**src/rtl/btn_debounce_n.sv**
```systemverilog
// Multi-channel push-button debouncer with toggle, level and pulse modes.
// Buttons are sampled on a slow tick; long-press flag per channel.
module btn_debounce_n #(
    parameter int N          = 4,
    parameter int TICK_DIV   = 3125000,
    parameter int STABLE     = 3,
    parameter int LONG_TICKS = 40
) (
    input  logic         CLK,
    input  logic         nRST,
    input  logic [N-1:0] nBIN,
    input  logic [1:0]   MODE,
    input  logic         CLR,
    output logic [N-1:0] BOUT,
    output logic [N-1:0] PRESS,
    output logic [N-1:0] RELEASE,
    output logic [N-1:0] LONG,
    output logic         TICK
);

    localparam int CW = (TICK_DIV > 1) ? $clog2(TICK_DIV) : 1;
    localparam int HW = $clog2(LONG_TICKS + 1);
    localparam logic [CW-1:0] CNT_MAX = CW'(TICK_DIV - 1);
    localparam logic [3:0]    D_LAST  = 4'(STABLE - 1);
    localparam logic [HW-1:0] H_MAX   = HW'(LONG_TICKS);

    logic [CW-1:0]        cnt;
    logic                 tick;
    logic [N-1:0]         sync1;
    logic [N-1:0]         sync2;
    logic [N-1:0]         p;
    logic [N-1:0]         s;
    logic [N-1:0]         s_nxt;
    logic [N-1:0][3:0]    d;
    logic [N-1:0][3:0]    d_nxt;
    logic [N-1:0]         rise;
    logic [N-1:0]         fall;
    logic [N-1:0]         t;
    logic [N-1:0][HW-1:0] h;

    assign tick = (cnt == CNT_MAX);
    assign TICK = tick;
    assign p    = ~sync2;
    assign rise = s_nxt & ~s;
    assign fall = s & ~s_nxt;

    // Free-running sample-tick divider.
    always_ff @(posedge CLK or negedge nRST) begin
        if (!nRST) begin
            cnt <= '0;
        end else if (tick) begin
            cnt <= '0;
        end else begin
            cnt <= cnt + CW'(1);
        end
    end

    // Two-flop synchroniser; idles at the released level.
    always_ff @(posedge CLK or negedge nRST) begin
        if (!nRST) begin
            sync1 <= '1;
            sync2 <= '1;
        end else begin
            sync1 <= nBIN;
            sync2 <= sync1;
        end
    end

    // Per-channel debounce decision: count disagreeing ticks, accept at STABLE.
    always_comb begin
        s_nxt = s;
        d_nxt = d;
        for (int i = 0; i < N; i++) begin
            if (tick) begin
                if (p[i] != s[i]) begin
                    if (d[i] == D_LAST) begin
                        s_nxt[i] = p[i];
                        d_nxt[i] = '0;
                    end else begin
                        d_nxt[i] = d[i] + 4'd1;
                    end
                end else begin
                    d_nxt[i] = '0;
                end
            end
        end
    end

    // Debounced state, debounce counters and edge strobes.
    always_ff @(posedge CLK or negedge nRST) begin
        if (!nRST) begin
            s       <= '0;
            d       <= '0;
            PRESS   <= '0;
            RELEASE <= '0;
        end else begin
            s       <= s_nxt;
            d       <= d_nxt;
            PRESS   <= rise;
            RELEASE <= fall;
        end
    end

    // Toggle register; clear has priority over any toggle event.
    always_ff @(posedge CLK or negedge nRST) begin
        if (!nRST) begin
            t <= '0;
        end else if (CLR) begin
            t <= '0;
        end else begin
            case (MODE)
                2'b00:   t <= t ^ PRESS;
                2'b01:   t <= t ^ (PRESS | RELEASE);
                default: t <= t;
            endcase
        end
    end

    // Mode-selected registered output; pulse mode lines up with PRESS.
    always_ff @(posedge CLK or negedge nRST) begin
        if (!nRST) begin
            BOUT <= '0;
        end else begin
            case (MODE)
                2'b00, 2'b01: BOUT <= t;
                2'b10:        BOUT <= s;
                default:      BOUT <= rise;
            endcase
        end
    end

    // Hold counters: run while pressed, saturate at the long-press limit.
    always_ff @(posedge CLK or negedge nRST) begin
        if (!nRST) begin
            h <= '0;
        end else begin
            for (int i = 0; i < N; i++) begin
                if (!s[i]) begin
                    h[i] <= '0;
                end else if (tick && (h[i] != H_MAX)) begin
                    h[i] <= h[i] + HW'(1);
                end
            end
        end
    end

    // Long-press level drops as soon as the release is accepted.
    always_comb begin
        LONG = '0;
        for (int i = 0; i < N; i++) begin
            LONG[i] = s[i] && (h[i] == H_MAX);
        end
    end

endmodule

```
**config.mk**
```make
export PLATFORM = sky130hd
export DESIGN_NAME = btn_debounce_n
export DESIGN_NICKNAME = d
export VERILOG_FILES = /design/src/rtl/btn_debounce_n.sv
export SDC_FILE = /design/constraint.sdc
export NUM_CORES = 1
export LEC_CHECK = 0
export ABC_AREA = 1
export BUFFER_PORTS_ARGS = -buffer_cell sky130_fd_sc_hd__buf_2
export CORE_ASPECT_RATIO = 0.6
export CORE_MARGIN = 2
export CORE_UTILIZATION = 40
export DETAILED_ROUTE_END_ITERATION = 8
export HOLD_SLACK_MARGIN = 0.15
export PLACE_DENSITY = 0.61
export SLEW_MARGIN = 10
export SYNTH_ARGS = -nofsm -noshare
export SYNTH_HDL_FRONTEND = slang
export SYNTH_SLANG_ARGS = --single-unit
```
**constraint.sdc**
```tcl
create_clock -name CLK -period 4 [get_ports CLK]
set_input_delay 0.2 -clock CLK [delete_from_list [all_inputs] [get_ports CLK]]
set_output_delay 0.2 -clock CLK [all_outputs]
set_load 0.03 [all_outputs]
```
==> results of run 1 <==
==> through the flow <==
| stage | setup slack [ns] | power (W) | hold WS [ns] | utilization | cell area (sq um) |
|---|---|---|---|---|---|
| 2_1_floorplan | 2.51 | 0.000943 | -0.0956 | - | 5070 |
| 3_3_place_gp | 2.13 | 0.000972 | 0.304 | 0.437 | 5340 |
| 3_5_place_dp | 2.10 | 0.000972 | 0.307 | 0.437 | 5340 |
| 4_1_cts | 1.72 | 0.00185 | 0.218 | 0.467 | 5700 |
| 5_1_grt | 1.59 | 0.00189 | 0.243 | 0.467 | 5700 |
| 6_report | 1.69 | 0.00182 | 0.231 | 0.467 | 5700 |
==> synth_stat cells, drive strengths merged <==
| cell | n |
|---|---|
| a21o | 4 |
| a21oi | 6 |
| a31o | 1 |
| and2 | 4 |
| buf | 6 |
| clkbuf | 6 |
| clkinv | 1 |
| dfrtp | 82 |
| dfstp | 8 |
| ha | 17 |
| inv | 80 |
| nand2 | 155 |
| nand3 | 73 |
| nand4 | 27 |
| nor2 | 100 |
| nor3 | 14 |
| nor3b | 3 |
| o21ai | 27 |
| o22ai | 4 |
| or2 | 2 |
| xnor2 | 9 |
| xor2 | 19 |
==> worst max-delay path by stage <==
stage | start | end | slack (ns)
after detailed placement | cnt[0] | h[15] | 2.10
after global placement | cnt[0] | TICK | 2.13
after global routing | cnt[0] | TICK | 1.59
final | cnt[0] | TICK | 1.69
after floorplan | cnt[0] | cnt[14] | 2.51
after CTS | cnt[0] | TICK | 1.72
==> cell usage in the layout, fill, tap and decap left out, types with 2 or more instances in the layout <==
cell type / n
o22ai_1: 4
clkbuf_16: 9
nor3_1: 14
inv_1: 74
a21o_1: 4
nand3_1: 70
and2_1: 4
or2_2: 2
nor2_2: 4
xnor2_1: 9
a21oi_1: 6
nor2_1: 91
nand4_1: 26
dfstp_2: 8
inv_2: 6
clkbuf_8: 2
nand2_2: 7
nor2_4: 4
o21ai_1: 14
buf_2: 24
ha_1: 17
clkbuf_1: 2
dlygate4sd3_1: 6
clkinv_2: 2
o21ai_0: 13
dfrtp_1: 82
nor3b_1: 3
nand2_1: 147
nand3_4: 3
buf_4: 2
xor2_1: 19
==> registers in the layout, summed over array words and instances (netlist names) <==
signal,flops
BOUT,4
PRESS,4
RELEASE,4
cnt,22
d,16
h,24
s,4
sync1,4
sync2,4
t,4
==> routing by layer <==
layer	track usage	routed length, um	vias up
li1	-	-	2147
met1	0.303	6640	2010
met2	0.252	4750	106
met3	0.0417	519	17
met4	0.0556	190	0
met5	0	0	-
==> cells by family after synthesis <==
logic type                 count (synthesis)  share of synthesized area
and+or+nand+nor                          378                      0.344
xor gates and xnor gates                  28                     0.0483
DFF                                       90                      0.446
AOI/OAI and AO/OA                         42                     0.0451
adders and majority gates                 17                     0.0419
buffers and inverters                     93                     0.0747
==> worst max-delay path: cells and delay by family (launching register included) <==
kind	cells	cell delay, ns
buffers and inverters	2	0.32
DFF	1	0.40
adders and majority gates	1	0.28
and+or+nand+nor	3	0.75
==> cell type report <==
type | count | area, sq um
fillers | 1207 | 6520
multi-input cells | 465 | 2430
flip-flops and latches | 90 | 2260
inverters | 81 | 304
clock buffers | 13 | 260
well taps | 165 | 206
repair buffers | 32 | 195
clock inverters | 3 | 40.0
==> power breakdown <==
group          switching (W)  internal [W]
clock network       0.000346      0.000517
logic              0.0000278     0.0000110
registers         0.00000263      0.000918
total               0.000376       0.00145
==> timing repair <==
item | 4_1_cts | 5_1_grt
hold buffers | 6 | 0
setup buffers | 0 | 0
gates resized for setup | 0 | 0
endpoints found under the hold margin | 66 | 0
==> impl_results.md, run 1 <==
- Layout area overhead: 12.4%
- First-pass GRT wire length: 20200 um
- Drt total wl: roughly 12000 um
- Min-Delay Path Class: primary input to register
- Netlist cell types: 33
- Synth top area cells: dfrtp_1 (40%), nand2_1 (11%), nand3_1 (6.9%)
- Die ar.: 13600 sq um
- Startpoint types: register
- Post-Synthesis Cells: 648
- Post-Syn Nets: 674
- Core Region: roughly 12000 sq um
- First-pass detailed-route iteration total: 5
- Die H: a little over 90 um
- Worst skew pair latency: 0.35 ns
- Max incr delay on CP: around 0.40 ns
- Largest area contributor in the netlist: dfrtp_1
- Seq cells post-synth: 90
- # diodes: 0
- Unrepaired setup endpoints after global routing: false
- Crit path cell chain: ha_1 -> nand2_2 -> nor3_1 -> nand3_1 -> inv_1 -> buf_2
- IO Port Bufs: 25
- Yosys synthesis warning count: 0
- Crit path DAT: approximately 2.1 ns
- P per Cell Area: 320 nW/um^2
- Max-cap violation count: 0
- Max_slew headroom: 0.459
- Worst R2R End: h[2]
- Worst endpoint required time: 3.80 ns
- FF-to-FF path depth: 9
- Fin. max-slew vios: 0
- Final Hold Viols: 0
- Worst Hold Path Cells: 4
- ANT nets after route: 0
- Mean Syn Cell Area: 7.83 sq um
- Vias per cell: 5.04
- Gpl congestion: 0.917
- Tot GR Track Use: 0.190
- Non-Filler Instances: 849
- Share of the synthesized area in the top cell type: 0.404
- Slowest library cell on the worst path: dfrtp_1
- Clock Tree Buf Depth: 2
- Share of cells above drive strength 1: 0.114
- CTS root buf: clkbuf_16
- Total clock sinks: 90
- Routed WL per cell: 14.3 um
- Post-Synthesis Cell Area: 5070 sq um
- Final setup fails: 0
- Leakage: between 2 and 3 nW
- R2R Setup Slk: 2.04 ns
- Top Ports: 26
- Die width: 149 um
- H-tree Lvls: 3
- DR vias: 4280
- Hpwl dp: 8760 um
- Initial DRC Count: 346
- Placed insts: approximately 830
- Clk_skew: ~0.0086 ns
- Worst-margin pin slew: 0.811 ns
- Setup_tns: 0 ns
- CTS Buf Count: 9
- Sequential area share after synthesis: 0.446
- CTS tree: built
- Number of global-route vias before repair: ~3900
- Initial antenna violation count: 0
- Min-Delay Endpoint: BOUT[2]
- Final worst-path cycle share: 0.576
- Initial core utilization: 0.415
- Reg-to-reg startpoint: cnt[0]
- Largest net degree at the start of global routing: 63
- Final nets: 705
- Hold Startpoint: MODE[1]
- Clock slew at reported path FFs: 0.06 ns
- Status: finished clean
- Final worst path period need: 2.31 ns
- GR Overflow Total: 0
- Worst-case vdd ir drop: 184 uV
- # DRC: 0
- CP Capture Type: primary output
- Crit Path Class: register to primary output
- Rows: 31
- FMAX: 434 MHz
- Maximum fanout along the worst path: 6
(Power assumes the default switching activity.)
==> run 2: changes to the inputs <==
==> constraint.sdc (replaced) <==
create_clock -name CLK -period 2.3 [get_ports CLK]
set_input_delay 0.115 -clock CLK [delete_from_list [all_inputs] [get_ports CLK]]
set_output_delay 0.115 -clock CLK [all_outputs]
set_load 0.03 [all_outputs]
==> run 2 against run 1 <==
Against the previous run: utilization up 0.30 points; clock power rose by 71%; total power grew 73%; register-to-register slack got worse by 1.7 ns; global-route usage fell by 0.28 points; worst hold slack worse by 0.068 ns; combinational power increased by 88%; via count grew 2.3%; first-iteration DRC count is 11% lower; final cell count rose by 0.24%; sequential cell count did not move.
==> impl_results.md, run 2 (same netlist as run 1, synthesis figures left out) <==
- Status: finished clean (unchanged)
- GR Overflow Total: 0 (unchanged)
- Clk_skew: 0.00736 ns (was 0.00855 ns)
- Drt total wl: 12200 um (was 12100 um)
- # Post-CTS Setup Buffers: 0 (unchanged)
- P per Cell Area: 549 nW/um^2 (was 320 nW/um^2)
- Min-Delay Path Class: primary input to async pin (was primary input to register)
- CTS root buf: clkbuf_16 (unchanged)
- Max_slew headroom: 0.605 (was 0.459)
- Core Region: 12200 sq um (unchanged)
- DR vias: 4378 (was 4280)
- Commonest non-fill, non-tap cell in the layout: nand2_1 (unchanged)
- Most frequent cells in the layout: nand2_1 (147), nor2_1 (91), dfrtp_1 (82), inv_1 (74), nand3_1 (69) (was nand2_1 (147), nor2_1 (91), dfrtp_1 (82), inv_1 (74), nand3_1 (70))
- Vias per cell: 5.14 (was 5.04)
- Final nets: 708 (was 705)
- ANT nets after route: 0 (unchanged)
- Total clock sinks: 90 (unchanged)
- H-tree Lvls: 3 (unchanged)
- Crit path cell chain: ha_1 -> nand2_2 -> nor3_1 -> nand3_2 -> inv_1 -> buf_2 (was ha_1 -> nand2_2 -> nor3_1 -> nand3_1 -> inv_1 -> buf_2)
- Crit path DAT: 2.03 ns (was 2.11 ns)
- Initial antenna violation count: 0 (unchanged)
- # diodes: 0 (unchanged)
- Placed Area: 5370 sq um (was 5340 sq um)
- Leakage: 2.76 nW (was 2.75 nW)
- Largest net degree at the start of global routing: 52 (was 63)
- Largest regs: h: 24 flops, cnt: 22 flops, d: 16 flops (unchanged)
- Crit Path Class: register to primary output (unchanged)
- Setup_tns: 0 ns (unchanged)
- Top Ports: 26 (unchanged)
- Final worst-path cycle share: 0.931
- Final setup fails: 0 (unchanged)
- Rows: 31 (unchanged)
- # DRC: 0 (unchanged)
- Die width: 149 um (unchanged)
- Layout area overhead: 13.1% (was 12.4%)
- Final Hold Viols: 0 (unchanged)
- CP Capture Type: primary output (unchanged)
- Die H: 91.3 um (unchanged)
- Largest register FFs: 24 (unchanged)
- Multi-input logic area: 2440 sq um (was 2430 sq um)
- First-pass GRT wire length: 20100 um (was 20200 um)
- IO Port Bufs: 25 (unchanged)
- Die ar.: 13600 sq um (unchanged)
- FMAX: 467 MHz
- Startpoint types: register (unchanged)
- Worst skew pair latency: 0.34 ns (was 0.35 ns)
- Highest Signal Layer: met4 (unchanged)
- Met2 wire length: 4900 um (was 4750 um)
- Final worst path period need: 2.14 ns
- R2R Setup Slk: 0.35 ns (was 2.04 ns)
- Design Area, Final: 5740 sq um (was 5700 sq um)
- Initial DRC Count: 307 (was 346)
- Fin. max-slew vios: 0 (unchanged)
- CTS tree: built (unchanged)
- First-pass detailed-route iteration total: 7 (was 5)
- CTS Buf Count: 9 (unchanged)
- Routed WL per cell: 14.3 um (about the same)
- FF-to-FF path depth: 9 (unchanged)
- Max incr delay on CP: 0.41 ns (was 0.40 ns)
- Met3 wire len: 824 um (was 519 um)
- Tot GR Track Use: 0.188 (was 0.190)
- WL met1: 6330 um (was 6640 um)
- Register with the most flip-flops: h (unchanged)
- Layout fillers: 1185 (was 1207)
- Slowest library cell on the worst path: dfrtp_1 (unchanged)
- Number of global-route vias before repair: 3914 (unchanged)
- Initial core utilization: 0.415 (unchanged)
- Gpl congestion: 0.931 (was 0.917)
- Max-cap violation count: 0 (unchanged)
- Worst-case vdd ir drop: 326 uV (was 184 uV)
- Hpwl dp: 8970 um (was 8760 um)
- Worst endpoint required time: 2.18 ns (was 3.80 ns)
- Unrepaired setup endpoints after global routing: false (unchanged)
- Sequential cell area: 2260 sq um (unchanged)
- Reg-to-reg startpoint: cnt[0] (unchanged)
- Worst R2R End: h[2] (unchanged)
- Maximum fanout along the worst path: 6 (unchanged)
- Share of cells above drive strength 1: 0.120 (was 0.114)
- Clock slew at reported path FFs: 0.07 ns (was 0.06 ns)
- Worst-margin pin slew: 0.593 ns (was 0.811 ns)
- Clock Tree Buf Depth: 2 (unchanged)
==> run 2: cell types whose count changed in the layout (fill, tap and decap cells not counted) <==
cell and change:
clkbuf_8 -1, clkinvlp_4 +2, nand3_2 +1, nand3_1 -1, buf_12 +1, buf_4 +1
clkbuf_1 -2, dlygate4sd3_1 +1
==> run 2: through the flow <==
stage	setup WS, ns	total power, W	utilization	cells	hold WS [ns]
detailed placement	0.389	0.00170	0.439	829	-0.0102
CTS	0.0853	0.00319	0.469	851	0.163
global route	0.0419	0.00326	0.470	851	0.197
global placement	0.456	0.00170	0.439	829	-0.0153
finish	0.159	0.00315	0.470	851	0.163
floorplan	0.811	0.00164	-	648	-0.181
==> run 2: final cells by class <==
cell class,instances,share of cell area
clock inverters,5,0.00959
clock buffers,10,0.0416
repair buffers,35,0.0406
multi-input cells,465,0.425
well taps,165,0.0360
flip-flops and latches,90,0.394
inverters,81,0.0530
==> run 2: report_power, final <==
part           internal [W]  switching, W  total [W]
combinational     0.0000237     0.0000489  0.0000726
sequential          0.00160    0.00000438    0.00160
clock              0.000862      0.000616    0.00148
==> run 2: worst max path at each step <==
stage / start / endpoint / slack (ns) / cells past startpoint
after floorplan: cnt[0] / cnt[14] / 0.81 / 6
after global placement: cnt[0] / s[2] / 0.46 / 8
after detailed placement: cnt[0] / s[2] / 0.39 / 8
after CTS: cnt[0] / TICK / 0.09 / 6
after global routing: cnt[0] / TICK / 0.04 / 6
final: cnt[0] / TICK / 0.16 / 6
==> run 2: routing by layer <==
layer | vias up | global-route usage
li1 | 2145 | -
met1 | 2080 | 0.301
met2 | 135 | 0.250
met3 | 18 | 0.0457
met4 | 0 | 0.0373
met5 | - | 0
==> run 2: timing repair <==
action,4_1_cts,5_1_grt
endpoints found under the setup margin,0,1
gates resized for setup,0,1
hold endpoints to repair,92,0
hold buffers,7,0
==> run 2: critical path, delay by kind of cell, from the launching register on <==
family	cells	cell delay, ns
adders and majority gates	1	0.28
buffers and inverters	2	0.29
DFF	1	0.41
and+or+nand+nor	3	0.70
